--- src/rtl/ex_branch_ctrl.sv ---
// ============================================================================
//  Module      : ex_branch_ctrl
//  Description : EX-stage control-transfer resolver. Decides taken/not-taken
//                for branch/jump ops, issues a one-cycle registered PC
//                redirect and holds BranchBubble high for FLUSH_CYCLES
//                non-stalled cycles to squash wrong-path instructions.
//                Optional statistics counters are built only when the
//                macro BRANCH_STATS_EN is defined.
//  Revision    : 1.0 - initial release
// ============================================================================
`default_nettype none

module ex_branch_ctrl #(
  parameter int FLUSH_CYCLES = 2,
  parameter int CNT_W        = 4
) (
  input  logic        clk,
  input  logic        rst,
  input  logic        stall,
  input  logic        ex_branch_beq,
  input  logic        ex_branch_bne,
  input  logic        ex_bltz,
  input  logic        ex_blez,
  input  logic        ex_bgez,
  input  logic        ex_bgtz,
  input  logic        ex_jump,
  input  logic        ex_jal,
  input  logic        ex_jalr,
  input  logic [31:0] ex_busA,
  input  logic [31:0] ex_busB,
  input  logic [29:0] ex_PC_plus_4,
  input  logic [31:0] ex_imm32,
  input  logic [25:0] ex_target,
  input  logic [29:0] ex_jalpc,
  output logic        BranchBubble,
  output logic        redirect_valid,
  output logic [29:0] redirect_pc,
  output logic [31:0] stat_taken,
  output logic [31:0] stat_resolved
);

  typedef enum logic [0:0] {
    IDLE  = 1'b0,
    FLUSH = 1'b1
  } state_t;

  localparam logic [CNT_W-1:0] FLUSH_LOAD = CNT_W'(FLUSH_CYCLES - 1);

  state_t            state, state_n;
  logic [CNT_W-1:0]  cnt, cnt_n;
  logic              taken;
  logic              any_flag;
  logic              start;
  logic              resolve;
  logic [29:0]       target;
  logic              a_eq_b;
  logic              a_zero;

  // Offset bits above the 30-bit word address space are intentionally dropped.
  logic unused_imm_hi;
  assign unused_imm_hi = &{1'b0, ex_imm32[31:30]};

  assign a_eq_b   = (ex_busA == ex_busB);
  assign a_zero   = (ex_busA == 32'd0);
  assign any_flag = ex_jalr | ex_jal | ex_jump | ex_branch_beq | ex_branch_bne |
                    ex_bltz | ex_blez | ex_bgez | ex_bgtz;

  // Prioritised taken decision and target selection for the op in EX.
  always_comb begin
    taken  = 1'b0;
    target = ex_PC_plus_4 + ex_imm32[29:0];
    if (ex_jalr) begin
      taken  = 1'b1;
      target = ex_jalpc;
    end else if (ex_jal || ex_jump) begin
      taken  = 1'b1;
      target = {ex_PC_plus_4[29:26], ex_target};
    end else if (ex_branch_beq) begin
      taken = a_eq_b;
    end else if (ex_branch_bne) begin
      taken = !a_eq_b;
    end else if (ex_bltz) begin
      taken = ex_busA[31];
    end else if (ex_blez) begin
      taken = ex_busA[31] | a_zero;
    end else if (ex_bgez) begin
      taken = !ex_busA[31];
    end else if (ex_bgtz) begin
      taken = !ex_busA[31] & !a_zero;
    end
  end

  // A control op is only resolved in IDLE with the pipeline moving.
  assign resolve = (state == IDLE) && !stall && any_flag;
  assign start   = resolve && taken;

  // Next-state and flush-counter logic.
  always_comb begin
    state_n = state;
    cnt_n   = cnt;
    case (state)
      IDLE: begin
        if (start) begin
          state_n = FLUSH;
          cnt_n   = FLUSH_LOAD;
        end
      end
      FLUSH: begin
        if (!stall) begin
          if (cnt == '0) begin
            state_n = IDLE;
          end else begin
            cnt_n = cnt - 1'b1;
          end
        end
      end
      default: begin
        state_n = IDLE;
        cnt_n   = '0;
      end
    endcase
  end

  // State, counter and registered outputs; async reset aborts any flush.
  always_ff @(posedge clk or posedge rst) begin
    if (rst) begin
      state          <= IDLE;
      cnt            <= '0;
      BranchBubble   <= 1'b0;
      redirect_valid <= 1'b0;
      redirect_pc    <= '0;
    end else begin
      state          <= state_n;
      cnt            <= cnt_n;
      BranchBubble   <= (state_n == FLUSH);
      redirect_valid <= start;
      if (start) begin
        redirect_pc <= target;
      end
    end
  end

`ifdef BRANCH_STATS_EN
  // Free-running wrap-around statistics counters.
  always_ff @(posedge clk or posedge rst) begin
    if (rst) begin
      stat_taken    <= '0;
      stat_resolved <= '0;
    end else begin
      if (resolve) begin
        stat_resolved <= stat_resolved + 32'd1;
      end
      if (start) begin
        stat_taken <= stat_taken + 32'd1;
      end
    end
  end
`else
  assign stat_taken    = 32'd0;
  assign stat_resolved = 32'd0;
`endif

endmodule

`default_nettype wire

--- config.mk ---
export PLATFORM = sky130hd
export DESIGN_NAME = ex_branch_ctrl
export DESIGN_NICKNAME = d
export VERILOG_FILES = /design/src/rtl/ex_branch_ctrl.sv
export SDC_FILE = /design/constraint.sdc
export NUM_CORES = 1
export LEC_CHECK = 0
export ABC_CLOCK_PERIOD_IN_PS = 2420
export CORE_ASPECT_RATIO = 0.8
export CORE_UTILIZATION = 24
export DETAILED_ROUTE_END_ITERATION = 8
export PLACE_DENSITY_LB_ADDON = 0.15
export SYNTH_ARGS = -nofsm -noshare
export SYNTH_HDL_FRONTEND = slang
export SYNTH_SLANG_ARGS = --single-unit
--- constraint.sdc ---
create_clock -name clk -period 2.42 [get_ports clk]
set_clock_uncertainty 0.2 [all_clocks]
set_input_delay 0.242 -clock clk [delete_from_list [all_inputs] [get_ports clk]]
set_output_delay 0.242 -clock clk [all_outputs]
set_load 0.01 [all_outputs]
# Word level (Yosys, flattened, before mapping)
# Index checks and enable logic that the tools add are counted.
# word_totals
regBits	36
latch_bits	0
mem_bits_rw	0
rom_bits	0
input_bits	194
output_inout_bits	96
wordCells	50
memories	0
# op_classes
add_sub_neg	2
n_mul	0
div	0
n_lt_le_gt_ge	0
eq_ne	4
shift	0
n_mux	18
bitwise	11
n_reduce_logical	11
# ops
op	n
$mux 30	2
$eq 32x32->1	1
$logic_not 32->1	1
$add 30x30->30	1
$mux 4	3
$mux 1	11
$or 1x1->1	9
$pmux 4 s2	1
$ne 2x2->1 const B	3
$logic_not 1->1	4
$logic_not 4->1	1
$sub 4x1->4 const B	1
$logic_and 1x1->1	3
$reduce_and 3->1	1
$pmux 1 s2	1
$and 1x1->1	1
$logic_or 1x1->1	1
$not 1->1	1

# Longest topological paths before layout
# Gate-level depths: netlist of run 1.
# depth
word_depth	14
ltp_mapped	12
mapped_depth_nobuf	12

# Worst setup path after synthesis of run 1
# OpenSTA, ideal clock, no wires.
# synth_path
path_type	input -> register
start	input port ex_PC_plus_4[0]
end	register redirect_pc[24]
setup_time_ns	0.110
arrival_ns	2.479
required_time_ns	2.110
path_slack_ns	-0.369
stages	12
path_buffers	0
cell_sequence	ha_1 -> inv_1 -> fa_1 -> nor2b_1 -> o31a_1 -> o2111ai_2 -> a22oi_1 -> a41oi_2 -> o211ai_1 -> nand2_1 -> xnor2_1 -> o41ai_1
# synth_between
elab_chain_cells	3
# synth_rtl
element	line	text
from (decl)	31	input logic [29:0] ex_PC_plus_4,
$add 30x30->30	71	target = ex_PC_plus_4 + ex_imm32[29:0];
$mux 30	75	end else if (ex_jal || ex_jump) begin
$mux 30	72	if (ex_jalr) begin
to (signal assigned)	138	redirect_pc <= target;
to (decl)	37	output logic [29:0] redirect_pc,
# Every way passes these cells.
# A chain may end at the register's enable or synchronous reset.

# Worst setup path after layout of run 1
# Same ends and word-level chain as after synthesis.

==> results of run 1 <==
[per-layer routing]
layer,up-vias,global-route usage [%]
li1,2623,-
met1,2534,25.75
met2,158,32.78
met3,13,1.775
met4,0,2.847
met5,-,0
[flip-flops by register name, indices dropped and copies added (netlist names)]
| register | count |
|---|---|
| cnt | 4 |
| redirect_pc | 30 |
| redirect_valid | 1 |
| state | 1 |
[layout by cell type (no fill, tap or decap), drive strengths merged, types with 30 or more instances in the layout]
master / synthesis / routed
clkdlybuf4s50: 0 / 112
nor2: 41 / 41
ha: 30 / 30
conb: 1 / 64
a21oi: 50 / 50
buf: 69 / 174
dfrtp: 36 / 36
xor2: 43 / 43
nand2: 54 / 54
o21ai: 48 / 48
[cell type report]
cell class | count | area, sq um | area share [%]
inverter | 24 | 90.09 | 1.033
tap | 230 | 287.8 | 3.301
multi-input combinational | 492 | 4029 | 46.21
clock buffer | 7 | 152.6 | 1.751
sequential | 36 | 900.9 | 10.33
timing repair buffer | 367 | 3258 | 37.37
[logic make-up (layout without fill, tap and decap cells)]
family | Yosys count | after routing
flip-flops | 36 | 36
XOR/XNOR | 54 | 54
buffers and inverters | 109 | 398
multiplexers | 21 | 21
other | 1 | 64
AO/OA/AOI/OAI | 163 | 163
adder cells (fa/ha/maj) | 31 | 31
AND/OR/NAND/NOR | 159 | 159
[final timing paths]
path | from | to | depth (start not counted)
worst max register to register | state | redirect_pc[2] | 4
worst min register to register | redirect_pc[7] | redirect_pc[7] | 2
worst min-delay path | rst | redirect_pc[5] | 2
min in group clk | redirect_pc[7] | redirect_pc[7] | 2
worst max-delay path | ex_PC_plus_4[0] | redirect_pc[24] | 13
max in group asynchronous | rst | redirect_pc[9] | 2
[where the power goes]
| part | total [W] | internal (W) | leakage, nW | switching, W |
|---|---|---|---|---|
| combinational | 0.00300 | 0.00172 | 3.33 | 0.00128 |
| clock | 0.000686 | 0.000433 | 0.0760 | 0.000253 |
| sequential | 0.00111 | 0.000891 | 0.432 | 0.000216 |
[per-stage QoR]
| stage | cells | TNS (ps) |
|---|---|---|
| 2_1_floorplan | 637 | -623.0 |
| 5_1_grt | 1156 | -3526 |
| 3_3_place_gp | 1118 | -26430 |
| 4_1_cts | 1147 | -1445 |
| 6_report | 1156 | -1124 |
| 3_5_place_dp | 1118 | -26790 |
[what timing repair did]
item / 4_1_cts / 5_1_grt
resized for setup: 339 / 112
gates cloned: 3 / 0
setup buffers: 20 / 11
pin swaps: 100 / 50
setup endpoints to repair: 36 / 35
hold endpoints to repair: 0 / 0
[worst reg2reg max path, delay by kind of cell (launching register included)]
kind                   cells  cell delay, ps
muxes                      1             310
AOI/OAI and AO/OA          1             380
buffers and inverters      2             390
DFF                        1             520
==> results_dict.tcl, run 1 <==
set metrics [dict create \
    drc_errors 0 \
    path_delay_family "compound AO/OA/AOI/OAI gates" \
    die_h_microns 123.9 \
    powerDensity_nw_per_um2 549.9 \
    ys_top_cells_by_count "65 x buf_4, 54 x nand2_1, 50 x a21oi_1, 48 x o21ai_0, 43 x xor2_1" \
    track_usage_pct 18.80 \
    synth-simple-area-share_pct 16.68 \
    numPortBuffers 223 \
    synth_cells 574 \
    wl_met1_mm 8.704 \
    hp-class "in -> async" \
    drt-initial-drc-count 231 \
    drv_slew 0 \
    async_reset_ff_share_pct 100.0 \
    synth_mux_area_share_pct 5.111 \
    crit_path_max_fanout 2 \
    utilization_pct 47.99 \
    cts_made_buffers 5 \
    cts_tree "done" \
    cpMaxStageDelayCell "fa_2" \
    r2r_setup_slack_ps 510 \
    final_nets 1151 \
    synthAdderAreaFrac_pct 8.874 \
    synth_edf_count 0 \
    synth_top_area_share_pct 20.22 \
    dieArea_sq_um 19120 \
    setup.worst_path.start_class "input pin" \
    yosysMostFrequentCell "buf_4" \
    worst_pin_slew_ps 854.3 \
    grt_pass1_vias 5248 \
    worstSetupPathType "in -> reg" \
    drv_cap 0 \
    vias_per_cell 4.609 \
    syn_area_sq_um 4456 \
    dpl-instance-area_sq_um 7535 \
    path_cells "buf_8, ha_4, inv_2, fa_2, nor2b_4, o31a_1, o2111ai_4, a22oi_2, a41oi_2, o211ai_1, nand2_1, xnor2_2, o41ai_2" \
    routed_wl_mm 19.06 \
    wire_per_inst_microns 16.49 \
    critPathCaptureType "flip-flop" \
    clk_pin_slew_ps 60 \
    finalCritPeriodShare_pct 106.9 \
    coreArea_sq_um 18170 \
    synth_area_per_cell_sq_um 7.762 \
    diodes 0 \
    std_cell_rows 44 \
    place.gp.congestion 0.7879 \
    clkSinkCount 36 \
    n_fill_cell 1784 \
    post-place-ws_ps -1024 \
    ir_drop_v 0.0002589 \
    grt_pass1_wl_mm 28.06 \
    setup_viol_count_final 20 \
    max_freq_mhz 386.7 \
    cp_data_required_time_ps 2400 \
    syn_to_final_growth_pct 95.68 \
    timing.final.ws_setup_ps -166.1 \
    status "finished, violations left" \
    hpwlAfterDp_mm 14.78 \
    violations "negative setup slack" \
    wl_met3_microns 722 \
    detail-route-antenna-nets 0 \
    synth_top_family_by_area "compound AO/OA/AOI/OAI gates" \
    power_leakage_nw 3.836 \
    clk_path_buf_depth 2 \
    synth-compound-area-share_pct 23.50 \
    min_period_ps 2586 \
    grt_max_degree 37 \
    yosys_warnings 0 \
    critPathBufInv 2 \
    drive_gt1_share_pct 35.75 \
    ys_types 59 \
    yosysSeqAreaShare_pct 20.22 \
    arrival_ps 2570 \
    root_buffer "clkbuf_16" \
    vias 5328 \
    clock_latency_ps 280 \
    fin_hold_ws_ps 254.2 \
    htree_levels 2 \
    hold_violations 0 \
    die_w_microns 154.3 \
    synth_flop_cell "dfrtp_1" \
    grt_overflow_total 0 \
    firstDrtPassIters 4 \
    relSlewSlack_pct 42.97 \
    stdcell_area_sq_um 8718 \
    synth-xor-area-share_pct 10.61 \
    highest_layer "met4" \
    io_pins 290 \
    wl_met2_mm 9.468 \
    yosys-top-cells-area "dfrtp_1 20%, buf_4 11%, xor2_1 8.5%" \
    power_w 0.004794 \
    cts_hold_buf 0 \
    synth_top_area_cell "dfrtp_1" \
    grt_setup_unrepaired "yes" \
    synth_seq_cells 36 \
    antenna_found_initial 0 \
    start_util_pct 24.52 \
    cpPeakStageDelay_ps 370 \
]
Note: power is estimated with default switching activity, not from simulation.
==> inputs of run 2 (changes only) <==
- PLACE_DENSITY_LB_ADDON: 0.15 -> 0.25
==> results_dict.tcl, run 2 (synthesis results as in run 1) <==
set metrics [dict create \
    firstDrtPassIters 4 \
    syn_to_final_growth_pct 91.24 \
    crit_path_max_fanout 3 \
    root_buffer "clkbuf_16" \
    vias 5225 \
    hold_violations 0 \
    path_delay_family "compound AO/OA/AOI/OAI gates" \
    largest_register_ffs 30 \
    stdcell_area_sq_um 8521 \
    relSlewSlack_pct 64.65 \
    worst_pin_slew_ps 529.6 \
    grt_max_degree 29 \
    die_w_microns 154.3 \
    std_cell_rows 44 \
    coreArea_sq_um 18170 \
    regMostFlops "redirect_pc" \
    status "finished, violations left" \
    ff_latch_area_sq_um 900.9 \
    grt.busiest_layer "met2" \
    max_freq_mhz 389.1 \
    final_nets 1145 \
    setup.worst_path.start_class "input pin" \
    worstSetupPathType "in -> reg" \
    numPortBuffers 223 \
    finalCritPeriodShare_pct 106.2 \
    multi_input_area_sq_um 3845 \
    critPathBufInv 3 \
    clk_path_buf_depth 2 \
    cpPeakStageDelay_ps 370 \
    setup_viol_count_final 12 \
    top_regs "redirect_pc x30, cnt x4" \
    powerDensity_nw_per_um2 571.6 \
    arrival_ps 2580 \
    vias_per_cell 4.536 \
    grt_setup_unrepaired "yes" \
    timing.final.ws_setup_ps -150.4 \
    power_leakage_nw 3.778 \
    grt_overflow_total 0 \
    drt-initial-drc-count 215 \
    io_pins 290 \
    die_h_microns 123.9 \
    dieArea_sq_um 19120 \
    met3_usage_pct 2.714 \
    utilization_pct 46.90 \
    violations "negative setup slack" \
    clkSinkCount 36 \
    htree_levels 2 \
    layout_common_cells "120 x clkdlybuf4s50_1, 119 x buf_4, 64 x conb_1, 48 x nand2_1, 40 x dlygate4sd2_1" \
    n_fill_cell 1814 \
    routed_wl_mm 18.19 \
    cts_tree "done" \
    layout_commonest_cell "clkdlybuf4s50_1" \
    drive_gt1_share_pct 33.12 \
    grt_pass1_vias 5022 \
    clk_pin_slew_ps 60 \
    min_period_ps 2570 \
    cpMaxStageDelayCell "fa_2" \
    cp_data_required_time_ps 2430 \
    detail-route-antenna-nets 0 \
    hpwlAfterDp_mm 14.51 \
    dpl-instance-area_sq_um 7527 \
    place.gp.congestion 0.9130 \
    clock_latency_ps 290 \
    drv_cap 0 \
    grt_pass1_wl_mm 27.10 \
    ir_drop_v 0.0002652 \
    drv_slew 0 \
    path_cells "buf_6, ha_4, inv_2, fa_2, nor2b_4, o31a_1, o2111ai_2, a22oi_2, a41oi_2, buf_4, o31ai_4, xor2_1, nand2_1, a31oi_1" \
    cts_made_buffers 5 \
    drc_errors 0 \
    met2_usage_pct 28.24 \
    critPathCaptureType "flip-flop" \
    antenna_found_initial 1 \
    track_usage_pct 18.30 \
    wire_per_inst_microns 15.79 \
    hp-class "in -> async" \
    met1_usage_pct 26.64 \
    start_util_pct 24.52 \
]
[run 2: changes by cell type in the layout (fill, tap and decap cells not counted), moves of 4 or more]
cell | before | now
o21ai_1 | 7 | 16
buf_2 | 26 | 21
nor4_4 | 5 | 1
clkdlybuf4s50_1 | 112 | 120
o21ai_2 | 9 | 4
o21ai_0 | 32 | 28
clkbuf_2 | 17 | 11
dlygate4sd2_1 | 29 | 40
clkdlybuf4s15_1 | 24 | 19
[run 2: through the flow]
stage	std cells	setup TNS (ps)	total power (W)	worst slack (ps)	hold WS, ps
after floorplan	637	-623.0	0.002227	-207.2	196.7
after global placement	1117	-25670	0.003533	-974.3	260.9
after detailed placement	1117	-26890	0.003544	-1045	274.5
after CTS	1138	-628.9	0.004604	-132.6	114.6
after global routing	1152	-3508	0.005185	-285.8	157.3
final	1152	-639.3	0.004870	-150.4	110.1
[run 2: power breakdown]
part,switching [W],internal (W)
Clock,0.000284,0.000543
Combinational,0.00124,0.00172
Sequential,0.000192,0.000891
Total,0.00172,0.00315
[run 2: worst register-to-register path, cell delays in order, from the launching register on]
cell and delay (ps):
dfrtp_1 420, a2111oi_4 400, clkbuf_16 240, buf_12 130, mux2_4 300
[run 2: repair_timing]
action,4_1_cts,5_1_grt
pin swaps,81,43
endpoints found under the hold margin,0,0
resized for setup,286,103
hold buffers,0,0
cloned,0,0
setup buffers,13,13
setup endpoints to repair,36,32
[run 2: worst paths after layout]
check	startpoint	slack (ps)	endpoint	cells after the start
min	rst	110	cnt[2]	2
max	ex_imm32[0]	-150	redirect_pc[26]	14
max reg2reg	state	620	redirect_pc[14]	4
max in group asynchronous	rst	1380	redirect_pc[14]	3
min reg2reg	redirect_pc[29]	300	redirect_pc[29]	1
min in group clk	ex_jalr	300	redirect_pc[27]	4
[run 2: layout make-up]
| cell class | instances | share of cell area [%] |
|---|---|---|
| Sequential cell | 36 | 10.57 |
| Timing Repair Buffer | 361 | 37.61 |
| Clock buffer | 7 | 1.791 |
| Inverter | 24 | 1.145 |
| Tap cell | 230 | 3.377 |
| Multi-Input combinational cell | 492 | 45.12 |
| Antenna cell | 1 | 0.02937 |
| Clock inverter | 1 | 0.3524 |
[run 2: layer usage]
layer | up-vias | share of wire (%)
met5 | - | 0
met4 | 0 | 1.1
met3 | 15 | 5.0
met2 | 161 | 46
met1 | 2427 | 48
li1 | 2622 | -
==> variant (flow settings as in run 1) <==
Add a define of `BRANCH_STATS_EN`.
--- a/src/rtl/ex_branch_ctrl.sv
+++ b/src/rtl/ex_branch_ctrl.sv
@@ -10,4 +10,6 @@
 // ============================================================================
 `default_nettype none
+
+`define BRANCH_STATS_EN
 
 module ex_branch_ctrl #(
Behaviour: not the same (a bounded check fails within 4 cycles, from zero or initial values and one cycle with rst high).
==> variant against run 1 <==
- final area up 41%
- first-iteration DRC count up 40%
- final cell count up 32%
- sequential power up 110%
- synthesized area up 52%
- critical path depth down 1
- total power up 47%
- count of clock-buffer cells in the layout up 2
- sequential share of layout area up 10 points
- routed wire length up 37%
- setup slack better by 180 ps
- sequential cell count up 64
- hold slack worse by 180 ps
- critical endpoint is now redirect_pc[9]
- largest cell class unchanged
==> variant: results (changes against run 1) <==
Detailed routing
  • Wl on met1: 12.0 mm (+37%)
  • Vias per inst: 4.58 (-0.59%)
  • 1st-iter DRT viols: 323 (+40%)
  • Routed WL: 26.1 mm (+37%)

Setup path
  • R2R Path End: stat_taken[31]
  • Crit Reg-Reg Startpoint: stat_taken[5]
  • Cells on worst reg2reg path: 9 (+5)
  • R2R setup slack: 110 ps (-400 ps)
  • CP max stage delay: 340 ps (-30 ps)

GRT
  • GRT Total Usage: 18.0% (-0.75 points)
  • First-pass GRT wire length: 40.9 mm (+46%)
  • Met3 Usage GRT: 4.49% (+2.7 points)
  • Met1 usage: 23.6% (-2.2 points)

Clock network
  • Clk_lat worst skew: 350 ps (+70 ps)
  • H-tree levels: 3 (+1)

Cells and area
  • Seq cells: 100 (+180%)
  • Multi-input gate count: 569 (+16%)
  • Invs w/o clock: 31 (+29%)
  • Filler cells: 2,693 (+51%)

Placed design
  • Detailed Place HPWL: 20.1 mm (+36%)
  • Worst slack, placed: -961 ps (+62.3 ps)
  • Gpl congestion: 0.818 (+3.8%)
  • Post-DP Area: 11,200 um2 (+49%)
  • Placed cells: 1,489 (+33%)
  • Port bufs: 287 (+29%)

Synth
  • Top cells by count, synth: dfrtp_1 (100), xnor2_1 (57), xor2_1 (54)
  • Compound-gate portion of the synthesized area: 14.8% (-8.7 points)
  • Largest cells by area after synthesis: dfrtp_1 (37%), xnor2_1 (7.4%), xor2_1 (7.0%)
  • Adder-cell area share of the yosys netlist: 6.19% (-2.7 points)

Run status
  • Status: complete, no violations

Power and ir drop
  • Static leakage: 0.00534 uW (+39%)
==> variant: timing repair <==
item	in CTS	in global routing
resized for setup	244	119
endpoints found under the setup margin	83	71
hold buffers	0	0
pin swaps	90	81
gates cloned	1	0
buffers inserted	16	10
==> variant: per-stage QoR <==
stage          setup TNS (ps)  util (%)
3_5_place_dp           -58150      40.7
3_3_place_gp           -59530      40.7
5_1_grt                  -558      44.6
6_report                    0      44.6
2_1_floorplan            -256         -
4_1_cts                  -129      43.8
==> variant: how the worst max path moves through the flow <==
stage,from,endpoint,slack (ps)
finish,ex_PC_plus_4[1],redirect_pc[9],20
CTS,ex_imm32[0],redirect_pc[27],-60
floorplan,ex_PC_plus_4[0],redirect_pc[28],-160
detailed placement,ex_PC_plus_4[0],redirect_pc[28],-960
global placement,ex_PC_plus_4[0],redirect_pc[28],-860
global route,ex_busA[6],stat_taken[17],-90
==> variant: power breakdown <==
group | switching (uW) | total, uW | internal [uW]
registers | 269 | 2310 | 2040
clock network | 730 | 1460 | 728
logic | 1430 | 3270 | 1840
